`src/rtl/datapath_pkg.sv`:
```
// Shared types for the pipelined datapath: operation encodings, status flags
// and the control bundle carried from issue into execute.
package datapath_pkg;

  typedef enum logic [1:0] {
    ALU_ADD = 2'b00,
    ALU_SUB = 2'b01,
    ALU_AND = 2'b10,
    ALU_NOT = 2'b11
  } alu_op_t;

  typedef enum logic [1:0] {
    SH_NONE = 2'b00,
    SH_LSL1 = 2'b01,
    SH_LSR1 = 2'b10,
    SH_ASR1 = 2'b11
  } shift_t;

  typedef enum logic [1:0] {
    VSEL_C     = 2'b00,
    VSEL_PC    = 2'b01,
    VSEL_IMM8  = 2'b10,
    VSEL_MDATA = 2'b11
  } vsel_t;

  typedef struct packed {
    logic z;
    logic n;
    logic v;
  } flags_t;

  typedef struct packed {
    alu_op_t alu_op;
    shift_t  shift;
    logic    bsel;
    vsel_t   vsel;
    logic    write_en;
    logic    load_status;
  } s1_ctrl_t;

endpackage

```
`src/rtl/datapath_regfile2r.sv`:
```
// NUM_REGS x DATA_WIDTH register file: two combinational read ports, one
// synchronous write port, cleared by synchronous reset.
module datapath_regfile2r #(
  parameter  int DATA_WIDTH = 16,
  parameter  int NUM_REGS   = 8,
  localparam int RW         = $clog2(NUM_REGS)
) (
  input  logic                  clk,
  input  logic                  reset,
  input  logic                  we,
  input  logic [RW-1:0]         waddr,
  input  logic [DATA_WIDTH-1:0] wdata,
  input  logic [RW-1:0]         raddr_a,
  input  logic [RW-1:0]         raddr_b,
  output logic [DATA_WIDTH-1:0] rdata_a,
  output logic [DATA_WIDTH-1:0] rdata_b
);

  logic [DATA_WIDTH-1:0] mem_q [NUM_REGS];

  // NOTE: the array is cleared on reset because software relies on all
  // registers starting at zero; this keeps it in flops rather than RAM.
  // NOTE: sequential state uses non-blocking assignments so every flop
  // samples pre-edge values regardless of process ordering.
  always_ff @(posedge clk) begin
    if (reset) begin
      for (int i = 0; i < NUM_REGS; i++) mem_q[i] <= '0;
    end else if (we) begin
      mem_q[waddr] <= wdata;
    end
  end

  assign rdata_a = mem_q[raddr_a];
  assign rdata_b = mem_q[raddr_b];

endmodule

```
`src/rtl/datapath_pipe.sv`:
```
// 3-stage (issue/read, execute, writeback) datapath with RAW hazard handling.
// Define DATAPATH_PIPE_FWD_EN for EX/WB forwarding; otherwise hazards stall issue.
module datapath_pipe
  import datapath_pkg::*;
#(
  parameter  int DATA_WIDTH = 16,
  parameter  int NUM_REGS   = 8,
  parameter  int PC_WIDTH   = 9,
  localparam int RW         = $clog2(NUM_REGS)
) (
  input  logic                  clk,
  input  logic                  reset,
  input  logic                  in_valid,
  output logic                  in_ready,
  input  logic [RW-1:0]         rd,
  input  logic [RW-1:0]         rn,
  input  logic [RW-1:0]         rm,
  input  logic [1:0]            alu_op,
  input  logic [1:0]            shift,
  input  logic                  asel,
  input  logic                  bsel,
  input  logic [1:0]            vsel,
  input  logic                  write_en,
  input  logic                  load_status,
  input  logic [DATA_WIDTH-1:0] sximm5,
  input  logic [DATA_WIDTH-1:0] sximm8,
  input  logic [DATA_WIDTH-1:0] mdata,
  input  logic [PC_WIDTH-1:0]   pc,
  output logic                  out_valid,
  output logic [DATA_WIDTH-1:0] datapath_out,
  output logic                  Z_out,
  output logic                  N_out,
  output logic                  V_out
);

  localparam int MSB = DATA_WIDTH - 1;

  logic                  s1_valid_d, s1_valid_q;
  s1_ctrl_t              s1_ctrl_d, s1_ctrl_q;
  logic [RW-1:0]         s1_rd_d, s1_rd_q;
  logic [DATA_WIDTH-1:0] s1_a_d, s1_a_q, s1_b_d, s1_b_q, s1_imm5_d, s1_imm5_q;
  logic [DATA_WIDTH-1:0] s1_imm8_d, s1_imm8_q, s1_mdata_d, s1_mdata_q, s1_pc_d, s1_pc_q;

  logic                  s2_valid_d, s2_valid_q, s2_we_d, s2_we_q;
  vsel_t                 s2_vsel_d, s2_vsel_q;
  logic [RW-1:0]         s2_rd_d, s2_rd_q;
  logic [DATA_WIDTH-1:0] c_d, c_q, s2_imm8_d, s2_imm8_q, s2_mdata_d, s2_mdata_q, s2_pc_d, s2_pc_q;
  flags_t                flags_d, flags_q;

  logic [DATA_WIDTH-1:0] rf_rdata_a, rf_rdata_b, wb_value, opnd_a, opnd_b;
  logic [DATA_WIDTH-1:0] b_shift, b_alu, alu_res;
  flags_t                alu_flags;
  logic                  ex_hit_a, ex_hit_b, wb_hit_a, wb_hit_b, accept;
`ifdef DATAPATH_PIPE_FWD_EN
  logic [DATA_WIDTH-1:0] ex_value;
`endif

  datapath_regfile2r #(.DATA_WIDTH(DATA_WIDTH), .NUM_REGS(NUM_REGS)) u_regfile (
    .clk     (clk),
    .reset   (reset),
    .we      (s2_valid_q && s2_we_q),
    .waddr   (s2_rd_q),
    .wdata   (wb_value),
    .raddr_a (rn),
    .raddr_b (rm),
    .rdata_a (rf_rdata_a),
    .rdata_b (rf_rdata_b)
  );

  // Execute: shift B, select immediate, ALU and flag generation.
  // NOTE: every always_comb output gets a default first so no path infers a latch.
  always_comb begin
    b_shift = s1_b_q;
    case (s1_ctrl_q.shift)
      SH_LSL1: b_shift = s1_b_q << 1;
      SH_LSR1: b_shift = s1_b_q >> 1;
      SH_ASR1: b_shift = {s1_b_q[MSB], s1_b_q[MSB:1]};
      default: b_shift = s1_b_q;
    endcase
    b_alu       = s1_ctrl_q.bsel ? s1_imm5_q : b_shift;
    alu_res     = s1_a_q + b_alu;
    alu_flags.v = 1'b0;
    case (s1_ctrl_q.alu_op)
      ALU_ADD: begin
        alu_res     = s1_a_q + b_alu;
        alu_flags.v = (s1_a_q[MSB] == b_alu[MSB]) && (alu_res[MSB] != s1_a_q[MSB]);
      end
      ALU_SUB: begin
        alu_res     = s1_a_q - b_alu;
        alu_flags.v = (s1_a_q[MSB] != b_alu[MSB]) && (alu_res[MSB] != s1_a_q[MSB]);
      end
      ALU_AND: alu_res = s1_a_q & b_alu;
      default: alu_res = ~b_alu;
    endcase
    alu_flags.z = (alu_res == '0);
    alu_flags.n = alu_res[MSB];
  end

  always_comb begin
    wb_value = c_q;
    case (s2_vsel_q)
      VSEL_PC:    wb_value = s2_pc_q;
      VSEL_IMM8:  wb_value = s2_imm8_q;
      VSEL_MDATA: wb_value = s2_mdata_q;
      default:    wb_value = c_q;
    endcase
  end

  // Hazard detection against the EX and WB ops; EX is younger, so it wins.
  always_comb begin
    ex_hit_a = s1_valid_q && s1_ctrl_q.write_en && (s1_rd_q == rn) && !asel;
    ex_hit_b = s1_valid_q && s1_ctrl_q.write_en && (s1_rd_q == rm) && !bsel;
    wb_hit_a = s2_valid_q && s2_we_q && (s2_rd_q == rn) && !asel;
    wb_hit_b = s2_valid_q && s2_we_q && (s2_rd_q == rm) && !bsel;
`ifdef DATAPATH_PIPE_FWD_EN
    ex_value = alu_res;
    case (s1_ctrl_q.vsel)
      VSEL_PC:    ex_value = s1_pc_q;
      VSEL_IMM8:  ex_value = s1_imm8_q;
      VSEL_MDATA: ex_value = s1_mdata_q;
      default:    ex_value = alu_res;
    endcase
    in_ready = 1'b1;
    opnd_a   = ex_hit_a ? ex_value : (wb_hit_a ? wb_value : rf_rdata_a);
    opnd_b   = ex_hit_b ? ex_value : (wb_hit_b ? wb_value : rf_rdata_b);
`else
    in_ready = !(ex_hit_a || ex_hit_b || wb_hit_a || wb_hit_b);
    opnd_a   = rf_rdata_a;
    opnd_b   = rf_rdata_b;
`endif
  end

  always_comb begin
    accept     = in_valid && in_ready;
    s1_valid_d = accept;
    s1_ctrl_d  = s1_ctrl_q;
    s1_rd_d    = s1_rd_q;
    s1_a_d     = s1_a_q;
    s1_b_d     = s1_b_q;
    s1_imm5_d  = s1_imm5_q;
    s1_imm8_d  = s1_imm8_q;
    s1_mdata_d = s1_mdata_q;
    s1_pc_d    = s1_pc_q;
    if (accept) begin
      s1_ctrl_d = '{alu_op: alu_op_t'(alu_op), shift: shift_t'(shift), bsel: bsel,
                    vsel: vsel_t'(vsel), write_en: write_en, load_status: load_status};
      s1_rd_d    = rd;
      s1_a_d     = asel ? '0 : opnd_a;
      s1_b_d     = opnd_b;
      s1_imm5_d  = sximm5;
      s1_imm8_d  = sximm8;
      s1_mdata_d = mdata;
      s1_pc_d    = DATA_WIDTH'(pc);
    end

    s2_valid_d = s1_valid_q;
    s2_we_d    = s2_we_q;
    s2_vsel_d  = s2_vsel_q;
    s2_rd_d    = s2_rd_q;
    c_d        = c_q;
    s2_imm8_d  = s2_imm8_q;
    s2_mdata_d = s2_mdata_q;
    s2_pc_d    = s2_pc_q;
    flags_d    = flags_q;
    if (s1_valid_q) begin
      s2_we_d    = s1_ctrl_q.write_en;
      s2_vsel_d  = s1_ctrl_q.vsel;
      s2_rd_d    = s1_rd_q;
      c_d        = alu_res;
      s2_imm8_d  = s1_imm8_q;
      s2_mdata_d = s1_mdata_q;
      s2_pc_d    = s1_pc_q;
      if (s1_ctrl_q.load_status) flags_d = alu_flags;
    end
  end

  always_ff @(posedge clk) begin
    if (reset) begin
      s1_valid_q <= 1'b0;
      s1_ctrl_q  <= '0;
      s1_rd_q    <= '0;
      s1_a_q     <= '0;
      s1_b_q     <= '0;
      s1_imm5_q  <= '0;
      s1_imm8_q  <= '0;
      s1_mdata_q <= '0;
      s1_pc_q    <= '0;
      s2_valid_q <= 1'b0;
      s2_we_q    <= 1'b0;
      s2_vsel_q  <= VSEL_C;
      s2_rd_q    <= '0;
      c_q        <= '0;
      s2_imm8_q  <= '0;
      s2_mdata_q <= '0;
      s2_pc_q    <= '0;
      flags_q    <= '0;
    end else begin
      s1_valid_q <= s1_valid_d;
      s1_ctrl_q  <= s1_ctrl_d;
      s1_rd_q    <= s1_rd_d;
      s1_a_q     <= s1_a_d;
      s1_b_q     <= s1_b_d;
      s1_imm5_q  <= s1_imm5_d;
      s1_imm8_q  <= s1_imm8_d;
      s1_mdata_q <= s1_mdata_d;
      s1_pc_q    <= s1_pc_d;
      s2_valid_q <= s2_valid_d;
      s2_we_q    <= s2_we_d;
      s2_vsel_q  <= s2_vsel_d;
      s2_rd_q    <= s2_rd_d;
      c_q        <= c_d;
      s2_imm8_q  <= s2_imm8_d;
      s2_mdata_q <= s2_mdata_d;
      s2_pc_q    <= s2_pc_d;
      flags_q    <= flags_d;
    end
  end

  assign out_valid    = s2_valid_q;
  assign datapath_out = c_q;
  assign Z_out        = flags_q.z;
  assign N_out        = flags_q.n;
  assign V_out        = flags_q.v;

endmodule

```
`config.mk`:
```
export PLATFORM = sky130hd
export DESIGN_NAME = datapath_pipe
export DESIGN_NICKNAME = d
export VERILOG_FILES = /design/src/rtl/datapath_pkg.sv /design/src/rtl/datapath_regfile2r.sv /design/src/rtl/datapath_pipe.sv
export SDC_FILE = /design/constraint.sdc
export NUM_CORES = 1
export LEC_CHECK = 0
export ABC_CLOCK_PERIOD_IN_PS = 9260
export CAP_MARGIN = 10
export CORE_UTILIZATION = 64
export DETAILED_ROUTE_END_ITERATION = 10
export MAX_ROUTING_LAYER = met4
export PLACE_DENSITY = 0.95
export SLEW_MARGIN = 0
export SYNTH_ARGS = -nofsm -noshare
export SYNTH_HDL_FRONTEND = slang
export SYNTH_SLANG_ARGS = --single-unit
```
`constraint.sdc`:
```
create_clock -name clk -period 9.26 [get_ports clk]
set_input_delay 0.926 -clock clk [delete_from_list [all_inputs] [get_ports clk]]
set_output_delay 0.926 -clock clk [all_outputs]
set_load 0.02 [all_outputs]
```
==> impl_metrics.toml, run 1 <==
[routing]
drt-initial-drc-count = 1910
ant_nets = 0
first_pass_iters = 6
drc = 0
finalWirelength_mm = 47.4
wl_per_cell_um = 24.6
vias = 12900
viasPerCell = 6.71

[clock_network]
cts_setup_buffers = 0
cts_resized = 0
ctsHoldBuffers = 0
insertion_delay_ns = 0.57
cts-root-buf = "clkbuf_16"
cts_inserted_buffers = 30
clock-sinks = 297
clk_path_buf_depth = 3
clkTransAtPathRegs_ns = 0.06
htreeDepth = 1
cts_tree = "built"

[sta]
fin_crit_ns = 4.58
worstMarginPinSlew_ns = 1.33
clock_skew_ns = 0.0164
final_hold_viol_count = 0
slew_viol_final = 0
setup_viol = 0
slew_headroom_pct = 11.7
grt_setup_unrepaired = "no"
finalCritPeriodShare_pct = 49.4
max_freq_ghz = 0.218
setup_tns_ns = 0

[synthesis]
synth_top_cells_by_count = "nor2_1, nand2_1, dfxtp_1"
yosysWarningCount = 0
netlist.area_leader.share_pct = 24.9
synth.avg_cell_area_um2 = 10.0
ys_seq_elements = 297
synthArstFlopShare_pct = 0
syn-num-nets = 1655
synth_flop_cell = "dfxtp_1"
synth_edf_count = 128
syn_inst = 1537
yosysMostFrequentCell = "nor2_1"
synth.distinct_cells = 73
synth_top_area_cell = "edfxtp_1"
syn_area_mm2 = 0.0154
yosysSeqAreaShare_pct = 46.9
synthTopCellsByArea = "edfxtp_1, dfxtp_1, mux4_2, mux2i_1, nor2_1"

[global_routing]
antenna_found_initial = 1
grtUsageTotal_pct = 39.5
grt_pass1_wl_mm = 71.1
grt_max_degree = 102
gr-total-overflow = 0
grt_pass1_vias = 12600

[die]
die_y_um = 157
coreArea_mm2 = 0.0235
start_util_pct = 65.5
ioPinCount = 100
rows = 56
die-area_mm2 = 0.0247
die_x_um = 157

[setup_path]
critical_path.max_fanout = 18
timing.critical_path.buf_inv = 2
cp-end-kind = "flip-flop"
crit_required_ns = 9.75
slowest_stage = "dfxtp_1"
cpPeakStageDelay_ns = 0.86
path_cells = "mux2i_1, nor2_1, a21oi_1, nor2_1, a21oi_1, inv_1, ha_1, inv_2, a221oi_1, a31oi_1, a211o_1, a211oi_2, a221o_1, nand3_1, or4_1, o31ai_2"
setup.worst_path.start_class = "flip-flop"
arrival_ns = 5.06
criticalPathCategory = "flip-flop to flip-flop"
cp_top_family = "compound AO/OA/AOI/OAI gates"

[layout]
area_delta_synth_final_pct = 13.8
instances_no_fill = 1925
layout.nets = 1698
drive_gt1_share_pct = 11.7

[pwr]
power.density_mw_per_mm2 = 183
leakagePower_nw = 6.46
peakVddDrop_uv = 169

[run_status]
status = "finished clean"

[job]
cap_violations = 0

[placed_design]
dp_cells = 1867
gp_congestion = 1.04
port_buffers = 99
hpwl_mm = 30.6

[min_path]
hold_class = "flip-flop to flip-flop"
-- state kept, by name (all words and copies together) (netlist names), 2 cells and up --
register	cells
s2_pc_q	9
s1_pc_q	9
s1_imm5_q	16
s1_ctrl_q	9
s2_imm8_q	16
s1_b_q	16
s2_mdata_q	16
s2_rd_q	3
s1_a_q	16
s1_rd_q	3
s2_vsel_q	2
u_regfile.mem_q	128
s1_imm8_q	16
datapath_out	16
s1_mdata_q	16
-- worst paths after layout --
| path | slack (ns) | start | cells after the start | endpoint |
|---|---|---|---|---|
| max reg2reg | 4.68 | s1_ctrl_q[5]$_SDFFE_PP0P_ | 16 | Z_out$_SDFFE_PP0P_ |
| min reg2reg | 0.46 | s1_pc_q[1]$_SDFFE_PP0P_ | 2 | s1_pc_q[1]$_SDFFE_PP0P_ |
| min | 0.46 | s1_pc_q[1]$_SDFFE_PP0P_ | 2 | s1_pc_q[1]$_SDFFE_PP0P_ |
| max | 4.68 | s1_ctrl_q[5]$_SDFFE_PP0P_ | 16 | Z_out$_SDFFE_PP0P_ |
-- cell type report --
class                           count  area (µm²)
Timing Repair Buffer              121        1140
Inverter                           35         131
Antenna cell                        2        5.00
Clock buffer                       49         960
Tap cell                          319         399
Fill cell                        1452        5990
Multi-Input combinational cell   1095        7630
Sequential cell                   297        7230
Clock inverter                      7        58.8
-- per-stage QoR --
step | power [mW] | util (%) | worst slack, ns | area [µm²] | hold WS (ns)
final | 3.22 | 74.6 | 4.68 | 17600 | 0.457
after global routing | 3.30 | 74.6 | 4.47 | 17600 | 0.485
after CTS | 3.20 | 74.6 | 4.75 | 17600 | 0.455
after detailed placement | 1.98 | 70.2 | 4.76 | 16500 | 0.447
after global placement | 1.96 | 70.2 | 4.84 | 16500 | 0.443
after floorplan | 1.82 | - | 5.54 | 15400 | 0.432
-- worst min-delay path: stages (launching register included) --
cell,delay [ns]
dfxtp_1,0.31
nand2_1,0.05
a21oi_1,0.05
-- layout by cell type, fill, tap and decap left out, types with 6 or more instances in the layout --
master,count
nor3_1,27
dfxtp_1,168
o21ai_0,18
a21oi_1,130
nor2b_1,10
a31oi_1,7
a211oi_1,33
xor2_1,13
mux2i_1,115
xnor2_1,14
clkbuf_8,9
nor2_1,268
mux2_2,20
nand2_1,194
buf_4,23
nand3_1,10
ha_1,37
clkbuf_16,32
clkdlybuf4s50_1,96
nor4_1,6
mux4_2,64
o21ai_1,17
nand2b_1,12
inv_1,30
nor3b_1,6
edfxtp_1,128
-- power breakdown --
group / internal [mW] / switching (mW)
sequential: 1.42 / 0.0528
combinational: 0.205 / 0.301
clock: 0.712 / 0.529
-- metal layers --
| metal | up-vias | global-route usage (%) | share of wire (%) |
|---|---|---|---|
| li1 | 5560 | - | - |
| met2 | 953 | 62.9 | 48 |
| met3 | 232 | 8.34 | 10 |
| met4 | 0 | 20.8 | 6.0 |
| met1 | 6174 | 47.3 | 36 |
| met5 | - | - | 0 |
-- logic make-up (layout without fill, tap and decap cells) --
| group | after synthesis | after routing | synth area share, % |
|---|---|---|---|
| AO/OA/AOI/OAI | 269 | 269 | 11.0 |
| adder cells (fa/ha/maj) | 39 | 39 | 3.26 |
| buffers and inverters | 145 | 212 | 3.73 |
| other | 0 | 2 | 0 |
| flip-flops | 297 | 297 | 46.9 |
| AND/OR/NAND/NOR | 558 | 558 | 15.1 |
| multiplexers | 202 | 202 | 18.5 |
| XOR/XNOR | 27 | 27 | 1.53 |
Note: power is estimated with default switching activity, not from simulation.
==> run 2: changes to the inputs <==
--- a/config.mk
+++ b/config.mk
@@ -5,12 +5,12 @@
 export SDC_FILE = /design/constraint.sdc
 export NUM_CORES = 1
 export LEC_CHECK = 0
-export ABC_CLOCK_PERIOD_IN_PS = 9260
+export ABC_CLOCK_PERIOD_IN_PS = 4700
 export CAP_MARGIN = 10
-export CORE_UTILIZATION = 64
+export CORE_UTILIZATION = 60
 export DETAILED_ROUTE_END_ITERATION = 10
 export MAX_ROUTING_LAYER = met4
-export PLACE_DENSITY = 0.95
+export PLACE_DENSITY = 0.92
 export SLEW_MARGIN = 0
 export SYNTH_ARGS = -nofsm -noshare
 export SYNTH_HDL_FRONTEND = slang
==> constraint.sdc (replaced) <==
create_clock -name clk -period 4.7 [get_ports clk]
set_input_delay 0.47 -clock clk [delete_from_list [all_inputs] [get_ports clk]]
set_output_delay 0.47 -clock clk [all_outputs]
set_load 0.02 [all_outputs]
==> run 2 against run 1 <==
  * Hold slack got worse by 0.20 ns
  * Critical path depth fell by 2
  * Non-clock buffer count grew 14
  * Via count is 1.1% lower
  * Combinational power grew 99%
  * Sequential power increased by 97%
  * Count of clock-buffer cells in the layout decreased by 10
  * Routed wire length shrank 0.34%
  * Maximum frequency grew 6.4%
  * Core utilization shrank 4.2 points
  * Critical path type unchanged
  * Largest cell class unchanged
==> impl_metrics.toml, run 2 (same netlist as run 1, synthesis figures left out) <==
[sta]
worstMarginPinSlew_ns = 1.17
finalCritPeriodShare_pct = 91.5
setup_viol = 0
final_hold_viol_count = 0
slew_viol_final = 0
grt_setup_unrepaired = "no"
finalWorstSetupSlack_ns = 0.399
setup_tns_ns = 0
clock_skew_ns = 0.0220
slew_headroom_pct = 22.1
fin_hold_ws_ns = 0.255
fin_crit_ns = 4.30
max_freq_ghz = 0.232

[pwr]
power.density_mw_per_mm2 = 363
p_clk_share_pct = 39.3
leakagePower_nw = 6.55
intPower_mw = 4.66
p_seq_share_pct = 45.0
peakVddDrop_uv = 370
combPwrFrac_pct = 15.8
p_switching_mw = 1.78
swShare_pct = 27.6

[setup_path]
cpPeakStageDelay_ns = 0.54
cp-end-kind = "flip-flop"
setup.worst_path.start_class = "flip-flop"
path_cells = "mux2i_1, o21ai_1, mux2i_1, inv_1, ha_1, a211oi_1, o211ai_1, nand3_1, o21ai_1, xor2_1, a221oi_2, nand3_1, or4_1, o31ai_2"
slowest_stage = "or4_1"
arrival_ns = 4.79
crit_required_ns = 5.19
critical_path.max_fanout = 11
criticalPathCategory = "flip-flop to flip-flop"

[routing]
viasPerCell = 6.55
drc = 0
first_pass_iters = 8
finalWirelength_mm = 47.2
vias = 12800
wl_per_cell_um = 24.2
drt-initial-drc-count = 1524
ant_nets = 0

[clock_network]
clock-sinks = 297
htreeDepth = 1
cts_inserted_buffers = 31
cts-root-buf = "clkbuf_16"
clkTransAtPathRegs_ns = 0.06
cts_tree = "built"
ctsHoldBuffers = 0
clk_path_buf_depth = 3
insertion_delay_ns = 0.59

[die]
start_util_pct = 61.2
die-area_mm2 = 0.0263
rows = 58
die_y_um = 162
die_x_um = 162
ioPinCount = 100
coreArea_mm2 = 0.0252

[layout]
final_util_pct = 70.4
diodes = 0
regMostFlops = "u_regfile.mem_q"
largest_register_ffs = 128
area_delta_synth_final_pct = 15.0
mostFrequentLayoutCell = "nor2_1"
drive_gt1_share_pct = 12.7
regArea_mm2 = 0.00723
multi_input_area_mm2 = 0.00763
layout.nets = 1713
num-fill-cells = 1708
layout_common_cells = "nor2_1, nand2_1, dfxtp_1"
final_area_mm2 = 0.0177

[min_path]
hold_class = "input pin to flip-flop"

[global_routing]
grtUsageTotal_pct = 37.0
grt_max_degree = 83
antenna_found_initial = 0
gr-total-overflow = 0
grt_pass1_vias = 12700
grt_pass1_wl_mm = 71.4

[run_status]
status = "finished clean"

[placed_design]
pre_cts_slack_ns = 0.425
port_buffers = 99
hpwl_mm = 31.6
gp_congestion = 1.08
placed_cell_area_mm2 = 0.0167

[job]
cap_violations = 0
## run 2: path summary, 6_finish.rpt
| kind | start | endpoint | slack [ns] | depth (start not counted) |
|---|---|---|---|---|
| worst min-delay path | reset | s1_a_q[10]$_SDFFE_PP0P_ | 0.25 | 2 |
| worst min register to register | s1_mdata_q[6]$_SDFFE_PP0P_ | s1_mdata_q[6]$_SDFFE_PP0P_ | 0.46 | 2 |
| worst max register to register | s1_ctrl_q[5]$_SDFFE_PP0P_ | Z_out$_SDFFE_PP0P_ | 0.40 | 14 |
| worst max-delay path | s1_ctrl_q[5]$_SDFFE_PP0P_ | Z_out$_SDFFE_PP0P_ | 0.40 | 14 |
## run 2: power by group through the flow
stage	logic [mW]	registers (mW)	clock network (mW)
6_report	1.01	2.90	2.53
5_1_grt	1.08	2.90	2.64
4_1_cts	0.995	2.89	2.53
3_5_place_dp	0.981	2.94	0
3_3_place_gp	0.966	2.93	0
2_1_floorplan	0.668	2.91	0
## run 2: per-stage QoR
stage,total power [mW],cells
floorplan,3.58,1537
global placement,3.90,1892
detailed placement,3.92,1892
CTS,6.42,1950
global route,6.63,1950
finish,6.44,1950
## run 2: layout make-up
class / instances / share of cell area, %
multi-input cells: 1095 / 43.0
clock buffers: 39 / 4.95
repair buffers: 135 / 7.13
inverters: 35 / 0.741
clock inverters: 19 / 1.04
flip-flops and latches: 297 / 40.8
well taps: 330 / 2.33
## run 2: critical path: cells and delay by family (launching register included)
| family | cells | cell delay [ns] |
|---|---|---|
| multiplexers | 2 | 0.69 |
| buffers and inverters | 1 | 0.10 |
| XOR/XNOR | 1 | 0.16 |
| AND/OR/NAND/NOR | 3 | 0.87 |
| AO/OA/AOI/OAI | 6 | 1.51 |
| adder cells (fa/ha/maj) | 1 | 0.36 |
| flip-flops | 1 | 0.52 |
## run 2: timing repair
item | in CTS | in global routing
buffers inserted | 0 | 0
setup endpoints to repair | 0 | 1
endpoints found under the hold margin | 0 | 0
resized for setup | 0 | 1
## run 2: layer usage
| metal | global-route usage [%] | wire length, µm |
|---|---|---|
| met1 | 44.3 | 16800 |
| met2 | 60.8 | 23100 |
| met3 | 5.67 | 4830 |
| met4 | 19.2 | 2550 |
| met5 | - | 0 |
